<file path="config.mk">
export PLATFORM = sky130hd
export DESIGN_NAME = product_accumulator_flat
export DESIGN_NICKNAME = d
export VERILOG_FILES = /design/src/rtl/product_accumulator_pkg.sv /design/src/rtl/product_accumulator_if.sv /design/src/rtl/product_accumulator_sat_adder.sv /design/src/rtl/product_accumulator.sv /design/src/flat_wrapper.sv
export SDC_FILE = /design/constraint.sdc
export NUM_CORES = 1
export LEC_CHECK = 0
export BUFFER_PORTS_ARGS = -buffer_cell sky130_fd_sc_hd__buf_2
export CAP_MARGIN = 20
export CORE_MARGIN = 8
export CORE_UTILIZATION = 24
export CTS_BUF_LIST = sky130_fd_sc_hd__clkbuf_8
export DETAILED_ROUTE_END_ITERATION = 10
export PLACE_DENSITY = 0.46
export SETUP_SLACK_MARGIN = 0.1
export SLEW_MARGIN = 20
export SYNTH_ARGS = -nofsm -noshare
export SYNTH_HDL_FRONTEND = slang
export SYNTH_SLANG_ARGS = --single-unit
</file>
<file path="constraint.sdc">
create_clock -name clk -period 2.7 [get_ports clk]
set_clock_uncertainty 0.15 [all_clocks]
set_input_delay 0.27 -clock clk [delete_from_list [all_inputs] [get_ports clk]]
set_output_delay 0.27 -clock clk [all_outputs]
set_load 0.01 [all_outputs]
</file>
<file path="src/rtl/product_accumulator_pkg.sv">
// Shared types and default widths for the product accumulator.
package product_accumulator_pkg;

    typedef enum logic {
        ACCUM = 1'b0,
        HOLD  = 1'b1
    } acc_state_e;

    localparam int IN_W_DEF  = 18;
    localparam int ACC_W_DEF = 32;
    localparam int LEN_DEF   = 8;

endpackage

</file>
<file path="src/rtl/product_accumulator_if.sv">
// Product input stream, clear strobe and frame-result output stream.
// The slave modport is the accumulator's view; master is its driver/consumer.
interface product_accumulator_if #(
    parameter int IN_W  = 18,
    parameter int ACC_W = 32
);
    logic             in_valid;
    logic             in_ready;
    logic [IN_W-1:0]  in_prod;
    logic             clear;
    logic             out_valid;
    logic             out_ready;
    logic [ACC_W-1:0] out_sum;
    logic             out_ovf;

    modport slave (
        input  in_valid, in_prod, clear, out_ready,
        output in_ready, out_valid, out_sum, out_ovf
    );

    modport master (
        output in_valid, in_prod, clear, out_ready,
        input  in_ready, out_valid, out_sum, out_ovf
    );
endinterface

</file>
<file path="src/rtl/product_accumulator_sat_adder.sv">
// W-bit adder; with PRODUCT_ACCUMULATOR_SATURATE_EN it clamps to all-ones on
// carry-out and flags it on sat_o, otherwise it wraps and has no carry port.
module product_accumulator_sat_adder #(
    parameter int W = 32
) (
    input  logic [W-1:0] a_i,
    input  logic [W-1:0] b_i,
`ifdef PRODUCT_ACCUMULATOR_SATURATE_EN
    output logic         sat_o,
`endif
    output logic [W-1:0] sum_o
);

`ifdef PRODUCT_ACCUMULATOR_SATURATE_EN
    logic [W-1:0] raw_sum;
    logic         carry;

    assign {carry, raw_sum} = {1'b0, a_i} + {1'b0, b_i};
    assign sat_o            = carry;
    assign sum_o            = carry ? {W{1'b1}} : raw_sum;
`else
    assign sum_o = a_i + b_i;
`endif

endmodule

</file>
<file path="src/rtl/product_accumulator.sv">
// Sums LEN accepted products into one frame result (PRODUCT_ACCUMULATOR_SATURATE_EN: saturating add + out_ovf).
// Latency: out_valid rises 1 cycle after the LEN-th beat is accepted.
// Backpressure: in_ready is low while a result is held or clear is high; result held until out_ready.
module product_accumulator
    import product_accumulator_pkg::*;
#(
    parameter int IN_W  = IN_W_DEF,
    parameter int ACC_W = ACC_W_DEF,
    parameter int LEN   = LEN_DEF
) (
    input logic                   clk,
    input logic                   rst_n,
    product_accumulator_if.slave  bus
);

    localparam int               CNT_W    = (LEN > 1) ? $clog2(LEN) : 1;
    localparam logic [CNT_W-1:0] CNT_LAST = CNT_W'(LEN - 1);

    acc_state_e       state_q;
    logic [ACC_W-1:0] acc_q;
    logic [CNT_W-1:0] cnt_q;
    logic             out_valid_q;
    logic [ACC_W-1:0] out_sum_q;

    logic [ACC_W-1:0] prod_d;
    logic [ACC_W-1:0] sum_d;
    logic             in_ready_d;
    logic             beat_d;
    logic             xfer_d;

    // clear gates in_ready so a beat offered alongside an abort is never taken
    assign in_ready_d = (state_q == ACCUM) && !bus.clear;
    assign beat_d     = bus.in_valid && in_ready_d;
    assign xfer_d     = out_valid_q && bus.out_ready;
    assign prod_d     = ACC_W'(bus.in_prod);

`ifdef PRODUCT_ACCUMULATOR_SATURATE_EN
    logic sat_d;
    logic ovf_q;
    logic out_ovf_q;

    product_accumulator_sat_adder #(.W(ACC_W)) u_add (
        .a_i   (acc_q),
        .b_i   (prod_d),
        .sat_o (sat_d),
        .sum_o (sum_d)
    );
`else
    product_accumulator_sat_adder #(.W(ACC_W)) u_add (
        .a_i   (acc_q),
        .b_i   (prod_d),
        .sum_o (sum_d)
    );
`endif

    always_ff @(posedge clk or negedge rst_n) begin
        if (!rst_n) begin
            state_q     <= ACCUM;
            acc_q       <= '0;
            cnt_q       <= '0;
            out_valid_q <= 1'b0;
            out_sum_q   <= '0;
`ifdef PRODUCT_ACCUMULATOR_SATURATE_EN
            ovf_q       <= 1'b0;
            out_ovf_q   <= 1'b0;
`endif
        end else begin
            case (state_q)
                ACCUM: begin
                    if (bus.clear) begin
                        acc_q <= '0;
                        cnt_q <= '0;
`ifdef PRODUCT_ACCUMULATOR_SATURATE_EN
                        ovf_q <= 1'b0;
`endif
                    end else if (beat_d) begin
                        if (cnt_q == CNT_LAST) begin
                            out_sum_q   <= sum_d;
                            out_valid_q <= 1'b1;
                            acc_q       <= '0;
                            cnt_q       <= '0;
                            state_q     <= HOLD;
`ifdef PRODUCT_ACCUMULATOR_SATURATE_EN
                            out_ovf_q   <= ovf_q | sat_d;
                            ovf_q       <= 1'b0;
`endif
                        end else begin
                            acc_q <= sum_d;
                            cnt_q <= cnt_q + CNT_W'(1);
`ifdef PRODUCT_ACCUMULATOR_SATURATE_EN
                            ovf_q <= ovf_q | sat_d;
`endif
                        end
                    end
                end
                // clear is deliberately ignored here: a finished result is never dropped
                HOLD: begin
                    if (xfer_d) begin
                        out_valid_q <= 1'b0;
                        state_q     <= ACCUM;
                    end
                end
                default: state_q <= ACCUM;
            endcase
        end
    end

    assign bus.in_ready  = in_ready_d;
    assign bus.out_valid = out_valid_q;
    assign bus.out_sum   = out_sum_q;
`ifdef PRODUCT_ACCUMULATOR_SATURATE_EN
    assign bus.out_ovf   = out_ovf_q;
`else
    assign bus.out_ovf   = 1'b0;
`endif

endmodule

</file>
<file path="src/flat_wrapper.sv">
// flat-port wrapper written by rule: the top's interface ports become plain ports
module product_accumulator_flat import product_accumulator_pkg::*;
#(
    parameter int IN_W  = IN_W_DEF,
    parameter int ACC_W = ACC_W_DEF,
    parameter int LEN   = LEN_DEF
)
  (clk, rst_n, bus_in_valid, bus_in_prod, bus_clear, bus_out_ready, bus_in_ready, bus_out_valid, bus_out_sum, bus_out_ovf);
  product_accumulator_if #(.IN_W(IN_W), .ACC_W(ACC_W)) bus_i ();
  input logic clk;
  input logic rst_n;
  input wire logic [$bits(bus_i.in_valid)-1:0] bus_in_valid;
  input wire logic [$bits(bus_i.in_prod)-1:0] bus_in_prod;
  input wire logic [$bits(bus_i.clear)-1:0] bus_clear;
  input wire logic [$bits(bus_i.out_ready)-1:0] bus_out_ready;
  output wire logic [$bits(bus_i.in_ready)-1:0] bus_in_ready;
  output wire logic [$bits(bus_i.out_valid)-1:0] bus_out_valid;
  output wire logic [$bits(bus_i.out_sum)-1:0] bus_out_sum;
  output wire logic [$bits(bus_i.out_ovf)-1:0] bus_out_ovf;
  assign bus_i.in_valid = bus_in_valid;
  assign bus_i.in_prod = bus_in_prod;
  assign bus_i.clear = bus_clear;
  assign bus_i.out_ready = bus_out_ready;
  assign bus_in_ready = bus_i.in_ready;
  assign bus_out_valid = bus_i.out_valid;
  assign bus_out_sum = bus_i.out_sum;
  assign bus_out_ovf = bus_i.out_ovf;
  product_accumulator #(.IN_W(IN_W), .ACC_W(ACC_W), .LEN(LEN)) u_core (.clk(clk), .rst_n(rst_n), .bus(bus_i));
endmodule
</file>
==> results of run 1 <==
cell families (layout without fill, tap and decap cells):
logic type	Yosys count	in the layout	synth area share [%]
AOI/OAI and AO/OA	142	143	23.1
xor gates and xnor gates	29	29	6.37
adders and majority gates	21	21	6.78
buffers and inverters	29	109	3.14
DFF	69	69	43.3
muxes	2	2	0.565
other	1	1	0.0941
and+or+nand+nor	142	142	16.6
through the flow:
step | total power, mW | cells | TNS (ps) | util (%) | hold slack (ps)
after detailed placement | 1.94 | 705 | -534 | 27.9 | 316
after global placement | 1.93 | 705 | -17.6 | 27.9 | 305
after CTS | 2.99 | 728 | -14.0 | 30.0 | 108
after global routing | 3.23 | 736 | -240 | 31.1 | 128
final | 3.04 | 736 | 0 | 31.1 | 140
after floorplan | 1.70 | 435 | 0 | - | -176
placed cells by master, fill, tap and decap left out, types with 3 or more instances in the layout:
cell | synthesis | layout
and3_4 | 3 | 3
a21oi_2 | 2 | 3
clkbuf_8 | 0 | 9
a31oi_1 | 8 | 8
o21ai_0 | 49 | 43
buf_4 | 3 | 24
clkinvlp_4 | 0 | 3
buf_2 | 4 | 56
a21oi_1 | 25 | 23
nand2b_1 | 4 | 4
nand4_1 | 4 | 4
xor2_1 | 10 | 8
nor2b_1 | 6 | 6
a22o_1 | 3 | 3
ha_1 | 20 | 14
a21o_1 | 8 | 8
o31ai_1 | 3 | 3
o22ai_1 | 3 | 3
nand3_1 | 11 | 8
nor2_1 | 15 | 15
o21ai_1 | 17 | 22
nand2_1 | 80 | 79
ha_4 | 0 | 3
inv_1 | 7 | 7
ha_2 | 0 | 3
dfrtp_1 | 69 | 69
nand3_2 | 0 | 3
dlygate4sd3_1 | 0 | 3
a21boi_2 | 3 | 3
xnor2_1 | 19 | 18
and3_1 | 5 | 5
o211ai_1 | 3 | 3
flip-flops by register name, indices dropped and copies added, names as in the netlist:
name and flops:
u_core.acc_q 32, u_core.bus.out_sum 32, u_core.bus.out_valid 1, u_core.cnt_q 3, u_core.state_q 1
cell type report:
class	count	area [sq um]	share of cell area, %
clock buffer	9	124	2.43
sequential	69	1730	33.9
inverter	7	26.3	0.516
tap	220	275	5.40
timing repair buffer	86	533	10.5
clock inverter	7	100	1.96
multi-input combinational	338	2310	45.3
synth_stat cells (all sizes together), types with 2 or more instances:
| cell | n | share of area (%) |
|---|---|---|
| a32oi | 2 | 0.44 |
| nand2b | 4 | 0.63 |
| a21oi | 28 | 4.0 |
| ha | 20 | 6.3 |
| a211oi | 2 | 0.50 |
| nor2b | 6 | 0.94 |
| nor3 | 2 | 0.25 |
| a311oi | 2 | 0.60 |
| nand4 | 4 | 0.63 |
| inv | 7 | 0.66 |
| nor2 | 15 | 1.4 |
| and2 | 4 | 0.66 |
| nand3 | 11 | 1.4 |
| mux2 | 2 | 0.57 |
| and3 | 8 | 1.6 |
| o31ai | 3 | 0.57 |
| or2 | 2 | 0.31 |
| dfrtp | 69 | 43 |
| o21ai | 66 | 8.3 |
| xor2 | 10 | 2.2 |
| o22ai | 3 | 0.47 |
| o21bai | 3 | 0.66 |
| o211ai | 4 | 0.88 |
| a41oi | 2 | 0.63 |
| xnor2 | 19 | 4.2 |
| a22o | 3 | 0.66 |
| a21boi | 3 | 0.85 |
| a21o | 8 | 1.5 |
| nand2 | 81 | 7.7 |
| clkbuf | 15 | 1.4 |
| a31oi | 8 | 1.3 |
| buf | 7 | 1.1 |
per-layer routing:
metal,part of all wire [%],vias up
met5,0,-
met4,0.95,0
met3,5.6,8
met2,46,70
met1,47,1630
li1,-,1684
power breakdown:
group	switching, mW	internal [mW]	leakage, nW
clock network	0.442	0.522	0.102
logic	0.529	0.397	1.22
registers	0.0475	1.10	0.946
critical path: stages, from the launching register on:
cell      delay (ps)
dfrtp_1          390
ha_2             190
fa_2             350
a211oi_2         220
o21bai_2         120
buf_6            140
a32oi_4          270
o211ai_4         170
buf_6            180
a31oi_1          140
o21ai_0           90
o31ai_1          100
what timing repair did:
item	in CTS	in global routing
hold buffers	3	0
hold endpoints to repair	24	0
setup endpoints to repair	20	27
gates resized for setup	9	26
cloned	0	1
setup buffers	4	7
pin swaps	8	24
how the worst max path moves through the flow:
stage,startpoint,end,slack (ps)
2_1_floorplan,u_core.acc_q[0],u_core.acc_q[16],170
3_3_place_gp,bus_in_prod[0],u_core.acc_q[28],-9
3_5_place_dp,bus_in_prod[0],u_core.acc_q[28],-120
4_1_cts,u_core.acc_q[0],u_core.acc_q[16],-10
5_1_grt,u_core.acc_q[0],u_core.acc_q[20],-60
6_report,u_core.acc_q[0],u_core.acc_q[20],70
==> flow_summary.yaml, run 1 <==
outcome:
  status: "finished clean"
cts:
  clk_pin_slew_ps: 80
  clock-sinks: 69
  cts-buffers-inserted: 9
  cts_tree: "yes"
  cts_root_buf: "clkbuf_8"
  clk_latency_ps: 370
  htree_levels: 3
  clock_path_buffers: 2
synth:
  syn_inst: 435
  yosysUniqueCellTypes: 58
  ys.flop_type: "dfrtp_1"
  yosysWarnings: 0
  synth-edff-count: 0
  ys_async_sr_fraction_pct: 100
  synth.yosys.seq_area_share_pct: 43.3
  synth-seq-cells: 69
  netlist_area_sq_mm: 0.00399
  syn_nets: 479
  syn_area_per_cell_sq_um: 9.16
setup_path:
  regToRegSetupSlack_ps: 70
  cp_max_fo: 5
  worstReg2RegStart: "u_core.acc_q[0]"
  cp.arrival_ps: 2740
  end_kind: "flop"
  critical_path_class: "reg -> reg"
  r2r_cells: 11
  cp.required_ps: 2810
  r2r-end: "u_core.acc_q[20]"
  cp-start-kind: "flop"
hold_path:
  hold_path_end: "u_core.cnt_q[1]"
  hold_start: "bus_in_valid"
  hold_path_class: "in -> reg"
  whs_path_depth: 4
global_route:
  overflow: 0
  grt_use_total_pct: 10.8
  grtUsageMet1_pct: 13.5
  met2_usage_pct: 17.2
  grt_max_degree: 70
  antenna_found_initial: 0
  grt_pass1_wl_um: 17500
  grt_pass1_vias: 3463
  top_usage_layer: "met2"
  use_met3_pct: 3.48
placement:
  place_area_sq_mm: 0.00457
  hpwlAfterDp_um: 7620
  port_buffers: 56
  post-place-ws_ps: -121
  place_congestion: 0.828
timing:
  hold_viol: 0
  period_share_pct: 97.5
  slew_violations: 0
  worst_pin_slew_ps: 915
  layout_setup_ws_ps: 67.7
  post-route-min-period_ps: 2630
  setup_violations: 0
  slew_headroom_pct: 39.0
  max_freq_mhz: 380
  rsz0062_at_grt: "yes"
pwr:
  p_leak_nw: 2.27
  p_per_area_mw_per_mm2: 596
  peakVddDrop_v: 0.000211
finish:
  layout-drive-gt1-share_pct: 27.7
  nFillCells: 1722
  area_growth_pct: 27.8
  final_area_sq_mm: 0.00509
  diodes: 0
  final_nets: 555
run:
  cap_violations: 0
floorplanning:
  top_level_ports: 58
  initial_core_util_pct: 24.3
  coreArea_sq_mm: 0.0164
  rows: 47
  die-area_sq_mm: 0.0210
  die_w_um: 145
  dieHeight_um: 145
routing:
  dr.pass1.iters: 4
  ant_nets: 0
  vias: 3392
  drcViolationCount: 0
  drt_first_iter_violations: 131
  wl_um: 10900
  vias_per_cell: 4.61
  wl_per_cell_um: 14.8
(Power assumes the default switching activity.)
==> inputs of run 2 (changes only) <==
- RECOVER_POWER: unset -> 100
==> run 2 against run 1 <==
Critical path type unchanged; the flow now finishes with violations (max-capacitance violations, max-slew violations); hold slack gained 0.56 ps; critical endpoint is now u_core.bus.out_sum[20]; non-clock buffer count unchanged; die area unchanged.
==> flow_summary.yaml, run 2 (synthesis results as in run 1) <==
finish:
  area_growth_pct: 26.3
  diodes: 0
  final_cell_mix: "79 x nand2_1, 69 x dfrtp_1, 43 x o21ai_0, 35 x clkbuf_1"
  layout_commonest_cell: "nand2_1"
  fin_util_pct: 30.7
  layout-drive-gt1-share_pct: 20.9
  stdcell_count: 736
  nFillCells: 1741
  final_nets: 555
timing:
  slew_headroom_pct: -18.5
  setup_violations: 0
  max_freq_mhz: 377
  rsz0062_at_grt: "yes"
  worst_pin_slew_ps: 1780
  post-route-min-period_ps: 2650
  hold_viol: 0
  period_share_pct: 98.2
  slew_violations: 70
  tns_ps: 0
  holdWs_ps: 140
setup_path:
  worstReg2RegStart: "u_core.acc_q[0]"
  r2r-end: "u_core.bus.out_sum[20]"
  end_kind: "flop"
  cp-endpoint: "u_core.bus.out_sum[20]"
  cp_max_fo: 5
  cp-startpoint: "u_core.acc_q[0]"
  critical_path_class: "reg -> reg"
  cp.required_ps: 2770
  r2r_cells: 11
  cp.arrival_ps: 2720
  regToRegSetupSlack_ps: 50
  cp-start-kind: "flop"
global_route:
  grt_pass1_vias: 3463
  grt_pass1_wl_um: 17500
  grt_use_total_pct: 10.8
  overflow: 0
  antenna_found_initial: 0
  grt_max_degree: 70
floorplanning:
  rows: 47
  initial_core_util_pct: 24.3
  die-area_sq_mm: 0.0210
  dieHeight_um: 145
  coreArea_sq_mm: 0.0164
  die_w_um: 145
  top_level_ports: 58
cts:
  cts-buffers-inserted: 9
  clock_path_buffers: 2
  clk_latency_ps: 370
  cts_tree: "yes"
  cts_root_buf: "clkbuf_8"
  clk_pin_slew_ps: 80
  htree_levels: 3
  clock-sinks: 69
hold_path:
  hold_path_class: "in -> reg"
routing:
  wl_per_cell_um: 14.8
  vias_per_cell: 4.61
  vias: 3396
  drt_first_iter_violations: 130
  dr.pass1.iters: 4
  wl_um: 10900
  drcViolationCount: 0
  ant_nets: 0
pwr:
  peakVddDrop_v: 0.000208
  p_per_area_mw_per_mm2: 603
  p_leak_nw: 2.11
run:
  cap_violations: 1
placement:
  placed_cells: 705
  place_congestion: 0.828
  port_buffers: 56
  hpwlAfterDp_um: 7620
outcome:
  violations: "max-capacitance violations, max-slew violations"
  status: "complete, but fails checks"
==> run 2: changes by cell type in the layout (fill, tap and decap cells not counted) <==
cell      previous run  this run
buf_2               56        21
buf_12               1         0
clkbuf_1             0        35
buf_4               24        23
clkbuf_2             0         2
==> run 2: critical path, cell delays in order (launching register included) <==
cell,delay [ps]
dfrtp_1,390
ha_2,190
fa_2,350
a211oi_2,220
o21bai_2,120
buf_6,140
a32oi_4,280
o211ai_4,170
buf_6,180
nand3_2,80
xor2_1,160
o21ai_1,70
==> run 2: metrics by stage <==
step | worst slack, ps | power (mW) | area [sq um]
2_1_floorplan | 172 | 1.70 | 3990
3_3_place_gp | -9.42 | 1.93 | 4570
3_5_place_dp | -121 | 1.94 | 4570
4_1_cts | -13.8 | 2.99 | 4910
5_1_grt | -57.0 | 3.22 | 5030
6_report | 49.0 | 3.04 | 5030
==> run 2: layout make-up <==
class	instances	area, sq um	area share (%)
Clock inverter	7	100	1.99
Sequential cell	69	1730	34.3
Clock buffer	9	124	2.46
Timing Repair Buffer	86	472	9.37
Inverter	7	26.3	0.522
Tap cell	220	275	5.47
Multi-Input combinational cell	338	2310	45.9
==> run 2: how the worst min path moves through the flow <==
stage	start	end	slack, ps	depth (start not counted)
final	bus_in_valid	u_core.cnt_q[1]	140	4
after global routing	bus_in_valid	u_core.cnt_q[2]	130	4
after CTS	bus_in_valid	u_core.cnt_q[1]	110	4
after detailed placement	u_core.bus.out_sum[13]	u_core.bus.out_sum[13]	320	2
after global placement	u_core.acc_q[0]	u_core.acc_q[0]	300	2
after floorplan	rst_n	u_core.acc_q[0]	-180	0
==> run 2: what timing repair did <==
item                                   4_1_cts  5_1_grt
resized for setup                            9       26
buffers inserted                             4        7
pin swaps                                    8       24
endpoints found under the hold margin       24        0
hold buffers                                 3        0
gates cloned                                 0        1
setup endpoints to repair                   20       27
==> run 2: where the power goes <==
part           internal (mW)  switching, mW
logic                  0.394          0.530
registers               1.10         0.0478
clock network          0.522          0.443
==> run 2: routing by layer <==
layer  global-route usage, %  vias up  wire length (um)
met5                       0        -                 0
met2                    17.2       71              5010
met3                    3.48        8               615
met1                    13.5     1631              5160
met4                    3.01        0               103
li1                        -     1686                 -
==> inputs of run 3 (changes only) <==
- GPL_TIMING_DRIVEN: unset -> 0
==> run 3 against run 2 <==
The run now ends clean; combinational power down 2.2%; clock power fell by 12%; via count increased by 1.4%; final area rose by 1.3%; global-route usage rose by 0.45 points; sequential share of layout area decreased by 0.44 points; worst setup slack worse by 14 ps; register-to-register slack barely moved; die area did not move; critical endpoint is now u_core.acc_q[14]; largest cell class unchanged; highest routed layer unchanged.
==> flow_summary.yaml, run 3 (synthesis results as in run 1) <==
finish:
  layout_commonest_cell: "nand2_1"
  area_growth_pct: 27.9
  layout-drive-gt1-share_pct: 21.6
  fin_util_pct: 31.1
  final_area_sq_mm: 0.00510
  diodes: 0
  stdcell_count: 744
  final_nets: 563
  final_cell_mix: "78 x nand2_1, 69 x dfrtp_1, 48 x clkbuf_1, 37 x o21ai_0, 26 x o21ai_1"
timing:
  slew_headroom_pct: 38.9
  tns_ps: 0
  rsz0062_at_grt: "yes"
  period_share_pct: 98.7
  post-route-min-period_ps: 2670
  hold_viol: 0
  max_freq_mhz: 375
  slew_violations: 0
  worst_pin_slew_ps: 917
  layout_setup_ws_ps: 34.7
  setup_violations: 0
floorplanning:
  die-area_sq_mm: 0.0210
  top_level_ports: 58
  coreArea_sq_mm: 0.0164
  die_w_um: 145
  initial_core_util_pct: 24.3
  rows: 47
  dieHeight_um: 145
pwr:
  p_leak_nw: 2.15
  peakVddDrop_v: 0.000226
  p_per_area_mw_per_mm2: 569
global_route:
  overflow: 0
  grt_use_total_pct: 11.2
  grt_max_degree: 37
  grt_pass1_vias: 3402
  antenna_found_initial: 0
  grt_pass1_wl_um: 18000
setup_path:
  path_cells: "ha_4, fa_2, a211oi_2, o21bai_2, o41a_1, a41oi_2, buf_4, xor2_4, o21ai_1"
  worstPathBufferInverterCount: 1
  crit_family: "compound AO/OA/AOI/OAI gates"
  end_kind: "flop"
  cp-start-kind: "flop"
  cp.required_ps: 2790
  cp_max_fo: 3
  worst_path_max_delay_cell: "dfrtp_1"
  critical_path_class: "reg -> reg"
  cpPeakStageDelay_ps: 410
  cp.arrival_ps: 2760
cts:
  clk_latency_ps: 360
  clock-sinks: 69
  cts_root_buf: "clkbuf_8"
  cts-buffers-inserted: 9
  htree_levels: 3
  clock_path_buffers: 2
  cts_tree: "yes"
  clk_pin_slew_ps: 80
routing:
  wl_met1_um: 4970
  highest_layer: "met4"
  wl_met2_um: 5140
  wl_met3_um: 812
  ant_nets: 0
  vias: 3445
  drt_first_iter_violations: 172
  vias_per_cell: 4.63
  wl_um: 11100
  dr.pass1.iters: 4
  wl_per_cell_um: 14.9
  drcViolationCount: 0
placement:
  place_congestion: 0.816
  hpwlAfterDp_um: 8090
  place_area_sq_mm: 0.00456
  placed_cells: 712
  port_buffers: 56
  post-place-ws_ps: -210
outcome:
  status: "finished clean"
run:
  cap_violations: 0
hold_path:
  hold_path_class: "in -> reg"
[run 3: cell types whose count changed in the layout (fill, tap and decap cells not counted), sizes merged]
cell	change
clkbuf	+16
clkinvlp	-3
bufinv	-1
o211ai	-1
buf	-6
clkinv	+2
inv	+1
[run 3: worst paths after layout]
kind | to | cells past startpoint | slack [ps] | from
setup / recovery | u_core.acc_q[14] | 9 | 30 | u_core.acc_q[0]
hold / removal | u_core.cnt_q[2] | 4 | 130 | bus_in_valid
setup reg to reg | u_core.acc_q[14] | 9 | 30 | u_core.acc_q[0]
hold reg to reg | u_core.bus.out_sum[9] | 2 | 330 | u_core.bus.out_sum[9]
max in group asynchronous | u_core.acc_q[25] | 3 | 600 | rst_n
min in group asynchronous | u_core.acc_q[12] | 2 | 400 | rst_n
[run 3: timing repair]
action	4_1_cts	5_1_grt
hold buffers	3	0
endpoints found under the setup margin	18	33
hold endpoints to repair	35	0
pin swaps	6	18
buffers inserted	9	3
gates resized for setup	16	45
cloned	1	0
[run 3: per-stage QoR]
stage               hold WS [ps]  total power, mW
floorplan                   -176             1.70
global placement             309             1.90
detailed placement           110             1.91
CTS                          103             2.86
global route                 151             3.10
finish                       132             2.90
[run 3: power by group]
part / switching, mW / internal [mW] / leakage [nW]
sequential: 0.0460 / 1.10 / 0.946
combinational: 0.523 / 0.381 / 1.10
clock: 0.410 / 0.442 / 0.107
[run 3: final cells by class]
| class | count | area [sq um] |
|---|---|---|
| well taps | 220 | 275 |
| flip-flops and latches | 69 | 1730 |
| clock buffers | 10 | 138 |
| repair buffers | 73 | 389 |
| plain buffers | 22 | 106 |
| fillers | 1708 | 11300 |
| multi-input cells | 337 | 2380 |
| clock inverters | 6 | 53.8 |
| inverters | 7 | 26.3 |
[run 3: worst register-to-register path, stage by stage, from the launching register on]
cell	delay [ps]
dfrtp_1	410
ha_4	180
fa_2	400
a211oi_2	210
o21bai_2	100
o41a_1	400
a41oi_2	270
buf_4	180
xor2_4	160
o21ai_1	90
[run 3: per-layer routing]
metal,track usage [%],vias to the layer above
met2,17.3,81
li1,-,1701
met3,4.07,15
met5,0,-
met4,3.67,0
met1,14.2,1648
